[src/rtl/ula_arbiter.sv]
// ----------------------------------------------------------------------------
// ula_arbiter
//
// Sequencer and two-port arbiter in front of the shared 32-bit ALU
// (ula_32_bits). Each requester raises Req_x with its operation select and
// operands, then holds them until Done_x. One request is granted at a time.
// The winner's select and operands are registered onto the ALU drive outputs
// and held for ALU_LATENCY cycles. The ALU result and overflow are then
// captured and returned with a one-cycle Done_x pulse.
//
// Parameters
//   DATA_WIDTH     operand / result width
//   SEL_WIDTH      ALU operation select width
//   ALU_LATENCY    cycles from stable ALU inputs to valid Ula_out (1..7)
//   FIXED_PRIORITY 0 = round-robin on ties, 1 = port 0 wins ties
//
// Ports
//   Clock_in        clock, rising edge
//   Signal_reset_n  asynchronous active-low reset
//   Req_0/Req_1     request, held until the matching Done
//   Sel_x/A_x/B_x   operation select and operands of port x
//   Done_0/Done_1   one-cycle completion pulse of port x
//   Result/Overflow captured ALU result and overflow, held until next capture
//   Busy            high from the cycle after the grant up to the capture cycle
//   Grant_idx       port currently or last served
//   Ula_sel/Ula_data_1/Ula_data_2  drive the ALU Sel/Data_1/Data_2
//   Ula_out/Ula_overflow           from the ALU Out/Overflow
// ----------------------------------------------------------------------------
module ula_arbiter #(
  parameter int DATA_WIDTH     = 32,
  parameter int SEL_WIDTH      = 4,
  parameter int ALU_LATENCY    = 1,
  parameter int FIXED_PRIORITY = 0
) (
  input  logic                  Clock_in,
  input  logic                  Signal_reset_n,
  input  logic                  Req_0,
  input  logic                  Req_1,
  input  logic [SEL_WIDTH-1:0]  Sel_0,
  input  logic [SEL_WIDTH-1:0]  Sel_1,
  input  logic [DATA_WIDTH-1:0] A_0,
  input  logic [DATA_WIDTH-1:0] B_0,
  input  logic [DATA_WIDTH-1:0] A_1,
  input  logic [DATA_WIDTH-1:0] B_1,
  output logic                  Done_0,
  output logic                  Done_1,
  output logic [DATA_WIDTH-1:0] Result,
  output logic                  Overflow,
  output logic                  Busy,
  output logic                  Grant_idx,
  output logic [SEL_WIDTH-1:0]  Ula_sel,
  output logic [DATA_WIDTH-1:0] Ula_data_1,
  output logic [DATA_WIDTH-1:0] Ula_data_2,
  input  logic [DATA_WIDTH-1:0] Ula_out,
  input  logic                  Ula_overflow
);

  typedef enum logic [1:0] {
    ST_IDLE    = 2'd0,
    ST_EXEC    = 2'd1,
    ST_CAPTURE = 2'd2
  } state_t;

  localparam logic       FIXED    = (FIXED_PRIORITY != 0);
  // Counter value on the last EXEC cycle; the counter starts at 0 on grant.
  localparam logic [2:0] LAT_LAST = 3'(ALU_LATENCY - 1);

  state_t                r_state, w_state_next;
  logic [2:0]            r_cnt, w_cnt_next;
  logic                  r_grant, w_grant_next;
  logic [SEL_WIDTH-1:0]  r_sel, w_sel_next;
  logic [DATA_WIDTH-1:0] r_data_1, w_data_1_next;
  logic [DATA_WIDTH-1:0] r_data_2, w_data_2_next;
  logic [DATA_WIDTH-1:0] r_result, w_result_next;
  logic                  r_ovf, w_ovf_next;
  logic                  r_done_0, w_done_0_next;
  logic                  r_done_1, w_done_1_next;

  logic [1:0]            w_req;
  logic [1:0]            w_done_now;
  logic [1:0]            w_elig;
  logic                  w_winner;

  assign w_req      = {Req_1, Req_0};
  assign w_done_now = {r_done_1, r_done_0};

  // A request is still high during its own Done cycle because the requester
  // only sees Done then; that cycle's request is treated as consumed.
  generate
    for (genvar gi = 0; gi < 2; gi++) begin : g_elig
      assign w_elig[gi] = w_req[gi] & ~w_done_now[gi];
    end
  endgenerate

  // Winner: a lone eligible port wins; ties go to port 0 under fixed priority,
  // otherwise to the port that was not served last.
  always_comb begin
    w_winner = w_elig[1];
    if (w_elig[0] && w_elig[1]) begin
      w_winner = FIXED ? 1'b0 : ~r_grant;
    end
  end

  always_comb begin
    w_state_next  = r_state;
    w_cnt_next    = r_cnt;
    w_grant_next  = r_grant;
    w_sel_next    = r_sel;
    w_data_1_next = r_data_1;
    w_data_2_next = r_data_2;
    w_result_next = r_result;
    w_ovf_next    = r_ovf;
    w_done_0_next = 1'b0;
    w_done_1_next = 1'b0;

    case (r_state)
      ST_IDLE: begin
        if (|w_elig) begin
          // Operands are captured here so later requester changes cannot
          // disturb the operation in flight.
          w_grant_next  = w_winner;
          w_sel_next    = w_winner ? Sel_1 : Sel_0;
          w_data_1_next = w_winner ? A_1 : A_0;
          w_data_2_next = w_winner ? B_1 : B_0;
          w_cnt_next    = 3'd0;
          w_state_next  = ST_EXEC;
        end
      end
      ST_EXEC: begin
        w_cnt_next = r_cnt + 3'd1;
        if (r_cnt == LAT_LAST) begin
          w_state_next = ST_CAPTURE;
        end
      end
      ST_CAPTURE: begin
        w_result_next = Ula_out;
        w_ovf_next    = Ula_overflow;
        w_done_0_next = ~r_grant;
        w_done_1_next = r_grant;
        w_state_next  = ST_IDLE;
      end
      default: begin
        w_state_next = ST_IDLE;
      end
    endcase
  end

  always_ff @(posedge Clock_in or negedge Signal_reset_n) begin
    if (!Signal_reset_n) begin
      r_state  <= ST_IDLE;
      r_cnt    <= 3'd0;
      r_grant  <= 1'b1;
      r_sel    <= '0;
      r_data_1 <= '0;
      r_data_2 <= '0;
      r_result <= '0;
      r_ovf    <= 1'b0;
      r_done_0 <= 1'b0;
      r_done_1 <= 1'b0;
    end else begin
      r_state  <= w_state_next;
      r_cnt    <= w_cnt_next;
      r_grant  <= w_grant_next;
      r_sel    <= w_sel_next;
      r_data_1 <= w_data_1_next;
      r_data_2 <= w_data_2_next;
      r_result <= w_result_next;
      r_ovf    <= w_ovf_next;
      r_done_0 <= w_done_0_next;
      r_done_1 <= w_done_1_next;
    end
  end

  assign Done_0     = r_done_0;
  assign Done_1     = r_done_1;
  assign Result     = r_result;
  assign Overflow   = r_ovf;
  assign Busy       = (r_state != ST_IDLE);
  assign Grant_idx  = r_grant;
  assign Ula_sel    = r_sel;
  assign Ula_data_1 = r_data_1;
  assign Ula_data_2 = r_data_2;

endmodule
[config.mk]
export PLATFORM = sky130hd
export DESIGN_NAME = ula_arbiter
export DESIGN_NICKNAME = d
export VERILOG_FILES = /design/src/rtl/ula_arbiter.sv
export SDC_FILE = /design/constraint.sdc
export NUM_CORES = 1
export LEC_CHECK = 0
export ABC_CLOCK_PERIOD_IN_PS = 3450
export CAP_MARGIN = 5
export CORE_UTILIZATION = 27
export CTS_CLUSTER_SIZE = 20
export DETAILED_ROUTE_END_ITERATION = 8
export PLACE_DENSITY_LB_ADDON = 0.15
export SYNTH_ARGS = -nofsm -noshare
export SYNTH_HDL_FRONTEND = slang
export SYNTH_SLANG_ARGS = --single-unit
[constraint.sdc]
create_clock -name Clock_in -period 3.45 [get_ports Clock_in]
set_input_delay 0.5175 -clock Clock_in [delete_from_list [all_inputs] [get_ports Clock_in]]
set_output_delay 0.5175 -clock Clock_in [all_outputs]
set_load 0.03 [all_outputs]
==> results of run 1 <==
-- critical path, stage by stage, from the launching register on --
cell and delay (ns):
dfrtp_2 0.57, buf_4 0.28, clkdlybuf4s50_1 0.72
-- sequential cells by signal, summed over array words and instances, names as in the netlist, 2 cells and up --
| signal | cells |
|---|---|
| Ula_data_2 | 32 |
| r_cnt | 3 |
| Ula_data_1 | 32 |
| r_state | 2 |
| Result | 32 |
| Ula_sel | 4 |
-- synth_stat cells, drive strengths merged --
cell type / number
nor2b: 2
xor2: 1
a2bb2oi: 68
or2: 1
nor3: 1
inv: 4
nand2: 2
clkbuf: 45
a21oi: 1
nand2b: 5
nand3b: 2
o21ai: 70
o22ai: 1
nor2: 3
dfstp: 1
mux2: 33
dfrtp: 108
and3b: 69
ha: 2
a21o: 2
a221oi: 68
buf: 26
-- cell families after synthesis --
| kind of cell | Yosys count | synth area share (%) |
|---|---|---|
| adders and majority gates | 2 | 0.4340 |
| xor gates and xnor gates | 1 | 0.1519 |
| muxes | 33 | 6.445 |
| and+or+nand+nor | 85 | 12.02 |
| AOI/OAI and AO/OA | 210 | 27.71 |
| DFF | 109 | 47.33 |
| buffers and inverters | 75 | 5.903 |
-- worst paths after layout --
check / start / end / slack [ns] / cells after the start
max: Done_1 / Done_1 / 1.00 / 2
min: Signal_reset_n / Ula_data_2[0] / 0.21 / 1
max reg2reg: Done_1 / Ula_data_2[8] / 1.22 / 4
min reg2reg: Grant_idx / Done_1 / 0.51 / 2
max in group asynchronous: Signal_reset_n / Ula_data_1[15] / 2.45 / 2
min in group Clock_in: Grant_idx / Done_1 / 0.51 / 2
-- final cells by class --
class | count | area, µm²
inverter | 4 | 15.01
timing repair buffer | 291 | 2908
fill | 1979 | 11950
tap | 275 | 344.1
clock buffer | 9 | 225.2
sequential | 109 | 2730
clock inverter | 7 | 73.82
multi-input combinational | 331 | 2708
-- stage by stage --
step                hold WS (ns)  area (µm²)  std cells  utilization (%)  setup slack [ns]
floorplan                 0.2219        5766        515                -             1.801
global placement          0.4878        8705       1010            41.54             1.159
detailed placement        0.4934        8705       1010            41.54             1.060
CTS                       0.2460        9004       1026            42.97            0.9715
global route              0.2766        9004       1026            42.97            0.9162
finish                    0.2085        9004       1026            42.97             1.002
-- power groups by stage --
stage / Sequential [µW] / Combinational [µW] / Clock (µW)
after floorplan: 3500 / 1880 / 0
after global placement: 2330 / 4960 / 0
after detailed placement: 2350 / 5050 / 0
after CTS: 2340 / 5060 / 1100
after global routing: 2420 / 5330 / 1150
final: 2330 / 5010 / 1060
-- routing by layer --
| layer | track usage, % | vias to the layer above |
|---|---|---|
| met5 | 0 | - |
| met4 | 5.412 | 0 |
| met3 | 5.061 | 24 |
| met2 | 31.36 | 231 |
| met1 | 23.31 | 2677 |
| li1 | - | 2465 |
==> out/results.md, run 1 <==
| Item | Reported |
|---|---|
| Total number of nets in the final design | 921 |
| Mean cell area of the mapped netlist | 11.20 µm² |
| Wire length of the first global-routing pass | 32020 µm |
| Synthesized netlist net count | 690 |
| Clock transition at the registers of the reported paths | 0.08 ns |
| Drt first-iter violations | 280 |
| Crit Path Max Fanout | 18 |
| HPWL after DPL | 13470 µm |
| Metal-1 WL | 8605 µm |
| Most frequent cells in the layout | clkdlybuf4s50_1 (275), dfrtp_1 (107), o21ai_0 (70), and3b_1 (68), a2bb2oi_1 (68) |
| Final count of pins violating max slew | 0 |
| Routed met2 length | 9743 µm |
| Synth area leader | dfrtp_1 |
| Proportion of power drawn by the clock network | 12.6% |
| Number of resized instances in the post-cts repair step | 0 |
| Fraction of power consumed by combinational cells | 59.6% |
| IO Port Bufs | 277 |
| Die height | 148.1 µm |
| Number of setup buffers added after CTS | 0 |
| Vias per cell | 5.260 |
| Net switching power | 3650 µW |
| Crit path time final | 2.448 ns |
| Worst min-delay path class | input port to async pin |
| Die outline width | 148.1 µm |
| Ranking of synthesized cells by area | dfrtp_1 (47%), and3b_1 (10%), a2bb2oi_1 (10%) |
| CTS Hold Buffers Added | 0 |
| Critical path data arrival time | 1.93 ns |
| GR Overflow Total | 0 |
| Post-route setup TNS | 0 ns |
| Critical Path End Type | output pin |
| Type of origin of the critical path | flop |
| Leading cell type in the layout, fill and taps excluded | clkdlybuf4s50_1 |
| Routed len/inst | 19.78 µm |
| First-pass DRT Iterations | 4 |
| Total length of routed met3 wires | 1631 µm |
| Final Skew | 0.008339 ns |
| Wirelength, routed | 20290 µm |
| Share of power burned in registers | 27.8% |
| Area grow syn2layout | 56.16% |
| Critical path class | flop to output pin |
| Number of core rows | 53 |
| Proportion of synthesized chip area in sequential cells | 47.33% |
| CTS tree | done |
| Overall via count from detail_route | 5397 |
| Synth warn | 0 |
| TritonCTS Buffers | 9 |
| Worst Tran Pin Value | 0.8427 ns |
| I/O pin total | 278 |
| Worst relative slew slack | 43.82% |
| Reported max-cap violation count | 0 |
| Ratio of cells with drive above 1 in the final layout | 9.987% |
| Pwr Density | 932.7 nW/µm² |
| Remaining design rule violation count | 0 |
| Total number of clock tree sinks | 109 |
| Post-layout total power | 8398 µW |
| Number of antenna-violating nets in the routed design | 0 |
| Highest achievable clock rate | 408.5 MHz |
| Critical path required time | 2.93 ns |
| Synthesized instance count | 515 |
| Fraction of the cycle the final worst path needs | 70.96% |
| RSZ-0062 raised after global routing | false |
| Routability Congestion | 0.7784 |
| Number of global-route vias before repair | 5749 |
| Count of endpoints failing hold in the final timing report | 0 |
| Floorplan core area | 20960 µm² |
| GR Util All Layers | 18.64% |
| Power Internal | 4748 µW |
| Synth unique cells | 27 |
| Proportion of netlist area held by the largest area contributor | 46.88% |
| Number of antenna violations at the first check in global routing | 0 |
| Maximum number of pins on one net before global-route repair | 70 |
| Fraction of power spent switching nets | 43.46% |
| Number of H-tree levels | 3 |
| Flip-flop and latch count after synthesis | 109 |
| Effective utilization at floorplan | 27.51% |
| DIE AREA | 21940 µm² |
| IR Drop Worst-Case VDD | 429.7 µV |
| Netlist area before placement | 5766 µm² |
| Highest metal layer used by the detailed router | met4 |
| Largest buffer count on any clock path | 2 |
| Final setup fails | 0 |
| Insertion delay of the later-clocked pin in the worst-skew pair | 0.36 ns |
| Cell at the root of the clock tree | clkbuf_16 |
| Outcome | finished, final reports clean |
| Leakage power | 0.003602 µW |
| Antenna cells | 0 |
Note: power is estimated with default switching activity, not from simulation.
==> run 2, diff against run 1 <==
Settings changed: ABC_CLOCK_PERIOD_IN_PS 3450 to 2029.
Clock period 3.45 ns to 2.03 ns, I/O delays scaled along.
==> out/results.md, run 2 (synthesis gave the netlist of run 1 again) <==
| Item | Reported |
|---|---|
| Top cell family by delay on the critical path | buffers and inverters |
| Largest stage delay, worst path | 0.71 ns |
| Worst relative slew slack | 67.71% |
| TritonCTS Buffers | 9 |
| Post-route setup TNS | 0 ns |
| Critical path data arrival time | 1.66 ns |
| I/O pin total | 278 |
| Drt first-iter violations | 287 |
| Number of antenna-violating nets in the routed design | 0 |
| Number of antenna violations at the first check in global routing | 2 |
| GR Util All Layers | 18.52% |
| Pwr Density | 1583 nW/µm² |
| Final count of pins violating max slew | 0 |
| Fraction of the cycle the final worst path needs | 96.55% |
| Crit path time final | 1.960 ns |
| Outcome | finished, final reports clean |
| Maximum number of pins on one net before global-route repair | 70 |
| Crit Path Max Fanout | 6 |
| Fin area | 9101 µm² |
| Critical path class | flop to output pin |
| First-pass DRT Iterations | 4 |
| Post-place instance area | 8770 µm² |
| Leakage power | 0.003653 µW |
| Die outline width | 148.1 µm |
| Number of core rows | 53 |
| Area grow syn2layout | 57.86% |
| Overall via count from detail_route | 5409 |
| Remaining design rule violation count | 0 |
| Most frequent cells in the layout | clkdlybuf4s50_1 (273), dfrtp_1 (107), o21ai_0 (70), and3b_1 (68), a2bb2oi_1 (68) |
| Routability Congestion | 0.7553 |
| Vias per cell | 5.226 |
| Post-layout total power | 14400 µW |
| Leading cell type in the layout, fill and taps excluded | clkdlybuf4s50_1 |
| Slowest cell on the critical path | clkdlybuf4s50_1 |
| Ratio of cells with drive above 1 in the final layout | 10.95% |
| Largest buffer count on any clock path | 2 |
| GR Overflow Total | 0 |
| Highest achievable clock rate | 510.2 MHz |
| Reg-to-reg setup timing slack | 0.37 ns |
| Total number of nets in the final design | 928 |
| Floorplan core area | 20960 µm² |
| Count of endpoints failing hold in the final timing report | 0 |
| RSZ-0062 raised after global routing | false |
| Wirelength, routed | 20380 µm |
| Worst min-delay path class | input port to async pin |
| Number of H-tree levels | 3 |
| Die height | 148.1 µm |
| CTS tree | done |
| Total number of clock tree sinks | 109 |
| Critical Path End Type | output pin |
| Clock transition at the registers of the reported paths | 0.08 ns |
| Effective utilization at floorplan | 27.51% |
| Reported max-cap violation count | 0 |
| Cell at the root of the clock tree | clkbuf_16 |
| Worst Tran Pin Value | 0.4844 ns |
| Number of global-route vias before repair | 5733 |
| HPWL after DPL | 13630 µm |
| Final setup fails | 0 |
| Wire length of the first global-routing pass | 31750 µm |
| Routed len/inst | 19.69 µm |
| Final Skew | 0.005698 ns |
| Insertion delay of the later-clocked pin in the worst-skew pair | 0.35 ns |
| Number of buffers and inverters on the critical path | 1 |
| IR Drop Worst-Case VDD | 910.8 µV |
| IO Port Bufs | 277 |
| Worst-path cell chain | clkdlybuf4s50_1 |
| Number of setup buffers added after CTS | 0 |
| DIE AREA | 21940 µm² |
| Critical path required time | 1.73 ns |
| Type of origin of the critical path | flop |
[run 2: path summary, 6_finish.rpt]
path                                  endpoint            from  cells after the start
min in group Clock_in               Result[25]      Result[25]                      1
max in group asynchronous            Grant_idx  Signal_reset_n                      3
worst max register to register  Ula_data_2[27]          Done_1                      5
worst min register to register      Result[25]      Result[25]                      1
worst min-delay path            Ula_data_2[18]  Signal_reset_n                      2
worst max-delay path                 Grant_idx       Grant_idx                      1
[run 2: per-stage QoR]
stage | cells | hold WS (ns) | utilization, % | worst slack (ns)
CTS | 1033 | 0.4619 | 43.41 | 0.02459
floorplan | 515 | 0.008909 | - | 0.3812
global route | 1034 | 0.4999 | 43.42 | 0.004201
finish | 1035 | 0.4525 | 43.43 | 0.07007
detailed placement | 1016 | 0.2909 | 41.85 | 0.1351
global placement | 1016 | 0.2788 | 41.85 | 0.2106
[run 2: metal layers]
| metal | GRT usage (%) | up-vias | part of all wire (%) |
|---|---|---|---|
| met2 | 30.70 | 215 | 48 |
| met1 | 23.08 | 2669 | 43 |
| met3 | 5.123 | 30 | 7.3 |
| li1 | - | 2495 | - |
| met5 | 0 | - | 0 |
| met4 | 6.392 | 0 | 2.3 |
[run 2: layout make-up]
cell class | count | area (µm²)
Antenna cell | 2 | 5.005
Inverter | 4 | 15.01
Timing Repair Buffer | 298 | 2983
Clock buffer | 9 | 225.2
Sequential cell | 109 | 2730
Clock inverter | 7 | 91.34
Tap cell | 275 | 344.1
Multi-Input combinational cell | 331 | 2708
Fill cell | 1972 | 11850
[run 2: what timing repair did]
| item | in CTS | in global routing |
|---|---|---|
| hold endpoints to repair | 26 | 0 |
| gates resized for setup | 0 | 0 |
| hold buffers | 1 | 0 |
| setup endpoints to repair | 0 | 0 |
[run 2: power breakdown]
part	internal (µW)	switching (µW)
Clock	989	894
Combinational	3930	4630
Sequential	3300	657
==> run 3, diff against run 2 <==
==> constraint.sdc (replaced) <==
create_clock -name Clock_in -period 2.03 [get_ports Clock_in]
set_input_delay 0.406 -clock Clock_in [delete_from_list [all_inputs] [get_ports Clock_in]]
set_output_delay 0.406 -clock Clock_in [all_outputs]
set_load 0.03 [all_outputs]
==> out/results.md, run 3 (synthesis gave the netlist of run 1 again) <==
| Item | Reported |
|---|---|
| Leakage power | 0.003692 µW |
| Critical Path End Type | output pin |
| Insertion delay of the later-clocked pin in the worst-skew pair | 0.36 ns |
| Die outline width | 148.1 µm |
| Placed insts | 1020 |
| TritonCTS Buffers | 9 |
| Vias per cell | 5.214 |
| Antenna cells | 0 |
| Total number of clock tree sinks | 109 |
| Final setup fails | 0 |
| Outcome | finished, final reports clean |
| Die height | 148.1 µm |
| Number of global-route vias before repair | 5667 |
| Number of core rows | 53 |
| Drt first-iter violations | 264 |
| Effective utilization at floorplan | 27.51% |
| Final count of pins violating max slew | 0 |
| Worst relative slew slack | 67.82% |
| GR Overflow Total | 0 |
| Number of standard cells in the final layout excluding fillers | 1037 |
| Critical path class | flop to output pin |
| Fin Hold WS | 0.5084 ns |
| Number of H-tree levels | 3 |
| Critical path required time | 1.62 ns |
| Overall via count from detail_route | 5407 |
| CTS tree | done |
| Critical path data arrival time | 1.51 ns |
| Fraction of the cycle the final worst path needs | 94.55% |
| DIE AREA | 21940 µm² |
| Area grow syn2layout | 59.01% |
| Worst Tran Pin Value | 0.4827 ns |
| Pwr Density | 1567 nW/µm² |
| Routed len/inst | 19.20 µm |
| Type of origin of the critical path | flop |
| Crit Path Max Fanout | 21 |
| Number of antenna-violating nets in the routed design | 0 |
| Ratio of cells with drive above 1 in the final layout | 11.42% |
| Post-route setup TNS | 0 ns |
| RSZ-0062 raised after global routing | false |
| Total number of nets in the final design | 932 |
| Reported max-cap violation count | 0 |
| Count of endpoints failing hold in the final timing report | 0 |
| Maximum number of pins on one net before global-route repair | 70 |
| IR Drop Worst-Case VDD | 842.5 µV |
| Remaining design rule violation count | 0 |
| First-pass DRT Iterations | 4 |
| Floorplan core area | 20960 µm² |
| Highest achievable clock rate | 521.0 MHz |
| Clock transition at the registers of the reported paths | 0.08 ns |
| Crit path time final | 1.919 ns |
| Worst min-delay path class | flop to flop |
| Number of antenna violations at the first check in global routing | 0 |
| Most frequent cells in the layout | clkdlybuf4s50_1 (272), dfrtp_1 (107), o21ai_0 (70), and3b_1 (68), a2bb2oi_1 (68) |
| Routability Congestion | 0.7757 |
| I/O pin total | 278 |
| Wire length of the first global-routing pass | 31420 µm |
| HPWL after DPL | 13640 µm |
| Leading cell type in the layout, fill and taps excluded | clkdlybuf4s50_1 |
| Wirelength, routed | 19910 µm |
| Final Skew | 0.01129 ns |
| GR Util All Layers | 18.11% |
| Largest buffer count on any clock path | 2 |
| IO Port Bufs | 277 |
| Cell at the root of the clock tree | clkbuf_16 |
==> run 3: critical path: stages, from the launching register on <==
cell and delay, ns:
dfrtp_1 0.40, or2_2 0.50, buf_4 0.25
==> run 3: timing repair <==
action / 4_1_cts / 5_1_grt
gates resized for setup: 1 / 0
setup buffers: 0 / 0
endpoints found under the setup margin: 1 / 0
hold buffers: 1 / 0
endpoints found under the hold margin: 22 / 0
==> run 3: metal layers <==
| metal | share of wire [%] | track usage (%) | up-vias |
|---|---|---|---|
| li1 | - | - | 2501 |
| met1 | 42 | 23.19 | 2649 |
| met2 | 48 | 29.98 | 242 |
| met3 | 8.4 | 5.460 | 15 |
| met4 | 1.2 | 3.969 | 0 |
| met5 | 0 | 0 | - |
==> run 3: cell type report <==
class | count | area [µm²]
Fill cell | 1998 | 11790
Multi-Input combinational cell | 331 | 2708
Clock inverter | 7 | 83.83
Clock buffer | 9 | 225.2
Timing Repair Buffer | 302 | 3062
Tap cell | 275 | 344.1
Inverter | 4 | 15.01
Sequential cell | 109 | 2730
==> run 3: final timing paths <==
kind | startpoint | end | slack [ns] | cells past startpoint
setup reg to reg | r_state[0] | Ula_data_1[19] | 0.31 | 4
setup / recovery | r_state[0] | Busy | 0.11 | 2
max in group asynchronous | Signal_reset_n | Result[7] | 0.89 | 3
hold / removal | Result[7] | Result[7] | 0.51 | 1
min in group asynchronous | Signal_reset_n | Ula_data_2[0] | 0.53 | 2
hold reg to reg | Result[7] | Result[7] | 0.51 | 1
==> run 3: report_power, final <==
part	leakage (µW)	internal (µW)	switching [µW]	total (µW)
sequential	0.00124	3300	665	3960
clock	0.000152	892	949	1840
combinational	0.00230	4000	4570	8570
total	0.00369	8190	6180	14400
==> run 3: stage by stage <==
step	worst slack (ns)	cell area [µm²]	total power (µW)	util, %
final	0.1106	9168	14370	43.75
after global routing	0.01915	9168	15220	43.75
after CTS	0.04942	9168	14570	43.75
after detailed placement	-0.01292	8850	12640	42.23
after global placement	0.06494	8850	12510	42.23
after floorplan	0.3812	5766	9127	-
